==> src/rtl/extra_slot_arbiter.sv <==
// rtl/extra_slot_arbiter.sv - on-demand arbiter for the extra (busCycle 10) memory slot
// Optional statistics counters enabled by EXTRA_SLOT_ARB_STATS_EN.
module extra_slot_arbiter #(
  parameter int unsigned SND_PERIOD   = 4,
  parameter logic [21:0] DSK_INT_BASE = 22'h100000,
  parameter logic [21:0] DSK_EXT_BASE = 22'h200000
) (
  input  logic        clk,
  input  logic        reset,
  input  logic        clk8_en_p,
  input  logic [1:0]  busCycle,
  input  logic        req_dsk_int,
  input  logic [21:0] dsk_int_addr,
  input  logic        req_dsk_ext,
  input  logic [21:0] dsk_ext_addr,
  input  logic        req_snd,
  input  logic [21:0] snd_addr,
  output logic        ack_dsk_int,
  output logic        ack_dsk_ext,
  output logic        ack_snd,
  output logic [21:0] slot_addr,
  output logic        slot_rom_oe,
  output logic        slot_ram_oe,
  output logic [15:0] stat_snd_grants,
  output logic [15:0] stat_idle_slots
);

  localparam logic [3:0] WAIT_MAX = 4'(SND_PERIOD - 1);

  logic [2:0] grant, grant_nxt;
  logic [1:0] rr_ptr, rr_nxt;
  logic [3:0] snd_wait, wait_nxt;
  logic       decide, release_slot, in_slot;

  assign decide       = clk8_en_p && (busCycle == 2'b01);
  assign release_slot = clk8_en_p && (busCycle == 2'b10);
  assign in_slot      = (busCycle == 2'b10);

  // rr_ptr holds the last disk granted (0 = internal, 1 = external)
  always_comb begin
    grant_nxt = 3'b000;
    rr_nxt    = rr_ptr;
    if (req_snd && (snd_wait == WAIT_MAX)) begin
      grant_nxt = 3'b100;
    end else if (req_dsk_int && req_dsk_ext) begin
      if (rr_ptr == 2'd1) begin
        grant_nxt = 3'b001;
        rr_nxt    = 2'd0;
      end else begin
        grant_nxt = 3'b010;
        rr_nxt    = 2'd1;
      end
    end else if (req_dsk_int) begin
      grant_nxt = 3'b001;
      rr_nxt    = 2'd0;
    end else if (req_dsk_ext) begin
      grant_nxt = 3'b010;
      rr_nxt    = 2'd1;
    end else if (req_snd) begin
      grant_nxt = 3'b100;
    end

    wait_nxt = snd_wait;
    if (grant_nxt[2] || !req_snd)
      wait_nxt = 4'd0;
    else if (snd_wait != WAIT_MAX)
      wait_nxt = snd_wait + 4'd1;
  end

  always_ff @(posedge clk) begin
    if (reset) begin
      grant    <= 3'b000;
      rr_ptr   <= 2'd1;
      snd_wait <= 4'd0;
    end else if (decide) begin
      grant    <= grant_nxt;
      rr_ptr   <= rr_nxt;
      snd_wait <= wait_nxt;
    end else if (release_slot) begin
      grant    <= 3'b000;
    end
  end

  assign ack_dsk_int = grant[0] && in_slot;
  assign ack_dsk_ext = grant[1] && in_slot;
  assign ack_snd     = grant[2] && in_slot;
  assign slot_rom_oe = ack_dsk_int | ack_dsk_ext;
  assign slot_ram_oe = ack_snd;

  // Addresses pass through live; the base add wraps at 22 bits
  always_comb begin
    slot_addr = 22'd0;
    if (ack_dsk_int)
      slot_addr = dsk_int_addr + DSK_INT_BASE;
    else if (ack_dsk_ext)
      slot_addr = dsk_ext_addr + DSK_EXT_BASE;
    else if (ack_snd)
      slot_addr = snd_addr;
  end

`ifdef EXTRA_SLOT_ARB_STATS_EN
  always_ff @(posedge clk) begin
    if (reset) begin
      stat_snd_grants <= 16'd0;
      stat_idle_slots <= 16'd0;
    end else if (decide) begin
      if (grant_nxt[2] && (stat_snd_grants != 16'hFFFF))
        stat_snd_grants <= stat_snd_grants + 16'd1;
      if ((grant_nxt == 3'b000) && (stat_idle_slots != 16'hFFFF))
        stat_idle_slots <= stat_idle_slots + 16'd1;
    end
  end
`else
  assign stat_snd_grants = 16'd0;
  assign stat_idle_slots = 16'd0;
`endif

endmodule

==> config.mk <==
export PLATFORM = sky130hd
export DESIGN_NAME = extra_slot_arbiter
export DESIGN_NICKNAME = d
export VERILOG_FILES = /design/src/rtl/extra_slot_arbiter.sv
export SDC_FILE = /design/constraint.sdc
export NUM_CORES = 1
export LEC_CHECK = 0
export ABC_AREA = 1
export CORE_ASPECT_RATIO = 0.7
export CORE_MARGIN = 8
export CORE_UTILIZATION = 33
export CTS_CLUSTER_SIZE = 24
export DETAILED_ROUTE_END_ITERATION = 8
export PLACE_DENSITY = 0.87
export SYNTH_ARGS = -nofsm -noshare
export SYNTH_HDL_FRONTEND = slang
export SYNTH_SLANG_ARGS = --single-unit
==> constraint.sdc <==
create_clock -name clk -period 2.5 [get_ports clk]
set_input_delay 0.25 -clock clk [delete_from_list [all_inputs] [get_ports clk]]
set_output_delay 0.25 -clock clk [all_outputs]
set_load 0.01 [all_outputs]
; ---- Word level (Yosys, flattened, before mapping)
; Index checks and enable logic that the tools add are counted.
[word_totals]
regBits = 9
inputBits = 74
[op_classes]
add_sub_neg = 3
n_eq_ne = 5
n_mux = 17
bitwise = 2
reduce_logical = 14
[ops]
columns = operator, n
row1 = 22-bit 2-to-1 mux, 3
row2 = 22-bit by 21-bit adder with 22-bit output (second input constant), 1
row3 = 22-bit adder (second input constant), 1
row4 = 3-bit 2-to-1 mux, 7
row5 = 2-bit 2-to-1 mux, 4
row6 = 4-bit 2-to-1 mux, 2
row7 = 1-bit logical AND, 7
row8 = 4-bit by 1-bit adder with 4-bit output (second input constant), 1
row9 = 2-bit by 1-bit == test with 1-bit output (second input constant), 2
row10 = 4-bit by 2-bit == test with 1-bit output (second input constant), 1
row11 = 4-bit by 2-bit inequality test with 1-bit output (second input constant), 1
row12 = 2-bit nonzero test, 2
row13 = 3-bit AND reduction, 1
row14 = 3-bit nonzero test, 1
row15 = 2-bit == test (second input constant), 1
row16 = 2-bit AND reduction, 1
row17 = 1-bit zero test, 1
row18 = 1-bit logical OR, 1
row19 = 1-bit 2-to-1 mux, 1
row20 = 1-bit inverter, 1
row21 = 1-bit bitwise OR, 1

; ---- Logic depth before layout (Yosys ltp)
[depth]
ltp_word = 8
ltp_mapped = 8
ltp_nobuf = 8

; ---- Worst setup path before layout
; No wires, ideal clock.
[synth_path]
path_type = register -> output
start = reg grant[1]
end = out slot_addr[10]
arrival_ns = 1.080
path_slack_ns = 1.170
path_stages_with_launch = 7
n_path_buf = 1
path_cell_list = dfxtp_1 > inv_1 > clkbuf_1 > nand2_1 > nor2_1 > nor2_1 > nor2_1
[synth_via]
elab_chain_len = 3
[synth_lines]
columns = item, line_no
row1 = from (decl), 30  ; logic [2:0] grant, grant_nxt;
row2 = from (signal assigned), 76  ; grant <= grant_nxt;
row3 = 1-bit logical AND, 85  ; assign ack_dsk_ext = grant[1] && in_slot;
row4 = 22-bit 2-to-1 mux, 95  ; else if (ack_dsk_ext)
row5 = 22-bit 2-to-1 mux, 93  ; if (ack_dsk_int)
row6 = to (decl), 21  ; output logic [21:0] slot_addr,
; Every way passes these cells.

; ---- Final worst setup path
[layout_path]
start = in busCycle[1]
end = out slot_addr[10]
[layout_via]
elab_chain_len = 5
word_cells_on_any_way = 7
classes_between = 1 x eq/ne / 3 x mux / 3 x reduce/logical
[layout_lines]
columns = item, line_no
row1 = from (decl), 11  ; input logic [1:0] busCycle,
row2 = 2-bit == test *, 37  ; assign in_slot = (busCycle == 2'b10);
row3 = 1-bit logical AND, 86  ; assign ack_snd = grant[2] && in_slot;
row4 = 22-bit 2-to-1 mux, 97  ; else if (ack_snd)
row5 = 22-bit 2-to-1 mux, 95
row6 = 22-bit 2-to-1 mux *, 93
; Mark *: on every way between the ends. The rest lies on a longest branch, timed or not.

==> flow_summary_export.csv <==
group,metric,value,unit
status,status,"finished clean",
floorplanning,die-height,70.3,µm
clocking,cts_buffers,3,
drt,vias_per_cell,4.37,
power_and_ir_drop,vdd_drop_max,0.203,mV
clocking,clk_latency,0.23,ns
setup_path,cp-start-kind,"input port",
synthesis,ys.flop_type,"dfxtp_1",
flow_run,cap_violations,0,
power_and_ir_drop,power_frac_clock,0.304,
synthesis,ys_seq_area_frac,0.115,
placed_design,port_buffers,100,
clocking,cts.htree.levels,1,
global_route,track_usage,0.153,
clocking,hold_buffers,0,
power_and_ir_drop,total_power,0.506,mW
drt,ant_nets,0,
clocking,cts_resized,0,
sta,period_share,0.924,
synthesis,yosys-top-cells-count,"nor2_1, nand2_1, buf_4",
global_route,antenna_found_initial,0,
synthesis,synth_top_area_frac,0.260,
setup_path,crit_arrival,2.06,ns
synthesis,avgSynthCellArea,4.97,µm²
power_and_ir_drop,p_sw_frac,0.276,
sta,setup_viol,0,
placed_design,hpwl,4.46,mm
sta,setup_tns,0,ns
global_route,grt_max_degree,28,
drt,dr_wl_met2,2.60,mm
floorplanning,chipWidth,93.5,µm
synthesis,synthCells,279,
worst_hold_path,hold_depth,2,
sta,fin_ws,0.189,ns
setup_path,required,2.25,ns
setup_path,r2r_end,"snd_wait[1]$_SDFFE_PP0P_",
worst_hold_path,hold_path_class,"flip-flop to flip-flop",
setup_path,path_class,"input port to primary output",
placed_design,dp_cells,425,
floorplanning,dieArea,6570,µm²
power_and_ir_drop,p_leak,1.24,nW
drt,drt-initial-drc-count,53,
sta,max_freq,433,MHz
sta,skew,0.000701,ns
sta,rsz0062_at_grt,"no",
floorplanning,coreArea,3970,µm²
setup_path,reg2reg_from,"snd_wait[0]$_SDFFE_PP0P_",
drt,drc,0,
setup_path,reg2reg_setup_slack,1.27,ns
finish,n_antenna_cell,0,
sta,report.final.slew_viol_count,0,
finish,layout-drive-gt1-share,0.0426,
synthesis,synth.area.top_cells,"nor2_1, nand2_1, buf_4",
floorplanning,ioPinCount,133,
floorplanning,start_util,0.350,
setup_path,ff2ff_path_depth,8,
clocking,cts_tree,"yes",
drt,wl_met1,2.11,mm
synthesis,synth_edf_count,0,
finish,fill_cells,402,
synthesis,synth_seq_cells,8,
floorplanning,core.rowCount,19,
sta,finalWorstPathRequiredPeriod,2.31,ns
drt,top_layer_used,"met4",
power_and_ir_drop,p_int,0.367,mW
global_route,overflow,0,
worst_hold_path,holdPathEnd,"grant[0]$_SDFFE_PP0P_",
drt,postRouteWirelength,5.31,mm
drt,drt_pre_antenna_iters,4,
synthesis,synth_most_common_cell,"nor2_1",
global_route,grt_pass1_vias,1766,
drt,wl_met3,510,µm
setup_path,crit_fanout,13,
drt,via_count,1871,
clocking,clockBufferDepth,2,
finish,fin_nets,453,
synthesis,synth.cell_area,1390,µm²
global_route,grt_pass1_wl,8.28,mm
finish,fin_cells,428,
power_and_ir_drop,p_per_area,213,nW/µm²
placed_design,dp_slack,0.196,ns
clocking,clk_pin_slew,0.04,ns
power_and_ir_drop,pwr-share-comb,0.432,
finish,area_growth,71.7,%
synthesis,yosys_warnings,0,
placed_design,place_congestion,0.800,
clocking,clock_sinks,8,
synthesis,async_reset_ff_frac,0,
drt,wl_per_cell,12.4,µm
worst_hold_path,holdCritStartpoint,"grant[0]$_SDFFE_PP0P_",
sta,timing.final.hold_violations,0,
power_and_ir_drop,seqPwrFrac,0.264,
synthesis,synth_top_area_cell,"nor2_1",
clocking,post_cts_buffers,0,
setup_path,endpoint_kind,"primary output",
synthesis,yosys.cell_types.count,18,
clocking,cts_root_buffer,"clkbuf_8",
power_and_ir_drop,switchingPower,0.140,mW
[logic make-up (layout without fill, tap and decap cells)]
kind of cell | Yosys count | in the layout | synth area share
AOI/OAI and AO/OA | 5 | 5 | 0.0180
and+or+nand+nor | 202 | 202 | 0.584
adders and majority gates | 1 | 1 | 0.00902
DFF | 8 | 8 | 0.115
other | 1 | 32 | 0.00270
xor gates and xnor gates | 2 | 2 | 0.0126
buffers and inverters | 60 | 126 | 0.258
[worst max-delay path by stage]
stage	cells past startpoint	startpoint	to	slack, ns
floorplan	6	grant[1]$_SDFFE_PP0P_	slot_addr[10]	1.17
global placement	9	busCycle[1]	slot_addr[19]	0.22
detailed placement	9	busCycle[1]	slot_addr[10]	0.20
CTS	9	busCycle[1]	slot_addr[10]	0.19
global route	9	busCycle[1]	slot_addr[19]	0.04
finish	9	busCycle[1]	slot_addr[10]	0.19
[per-stage QoR]
step           utilization  hold slack, ns  cell area [µm²]
2_1_floorplan            -           0.319             1500
3_3_place_gp         0.590           0.471             2340
3_5_place_dp         0.590           0.491             2340
4_1_cts              0.600           0.498             2380
5_1_grt              0.600           0.513             2380
6_report             0.600           0.499             2380
[cell usage in the layout (no fill, tap or decap), drive strengths merged]
cell	instances
clkbuf	3
conb	32
buf	8
o21ai	1
clkdlybuf4s50	100
a21oi	4
inv	15
dfxtp	8
nand3	32
nand2	72
nor2	98
xor2	2
ha	1
[worst max-delay path: stages]
cell and delay (ns):
clkdlybuf4s50_1 0.55, inv_2 0.07, nor2_4 0.12, nand2_1 0.08, buf_4 0.19, nor2_1 0.12
nor2_1 0.06, nor2_1 0.08, clkdlybuf4s50_1 0.54
[area by class of cell]
type / instances / area [µm²] / share of cell area
Timing Repair Buffer: 108 / 1070 / 0.451
Clock buffer: 3 / 41.3 / 0.0173
Tap cell: 52 / 65.1 / 0.0273
Sequential cell: 8 / 160 / 0.0672
Inverter: 15 / 56.3 / 0.0236
Multi-Input combinational cell: 242 / 986 / 0.414
[power by group through the flow]
stage / clock [mW] / sequential, mW / combinational, mW
detailed placement: 0 / 0.136 / 0.216
CTS: 0.160 / 0.134 / 0.217
global placement: 0 / 0.136 / 0.214
floorplan: 0 / 0.135 / 0.110
finish: 0.154 / 0.134 / 0.219
global route: 0.171 / 0.134 / 0.238
[metal layers]
metal / track usage / vias to the layer above
li1: - / 980
met1: 0.161 / 809
met2: 0.285 / 74
met3: 0.0448 / 8
met4: 0.0445 / 0
met5: 0 / -
[state kept, by name, indices dropped and copies added, names as in the netlist]
register / flops
grant: 3
rr_ptr: 1
snd_wait: 4
(Power assumes the default switching activity.)
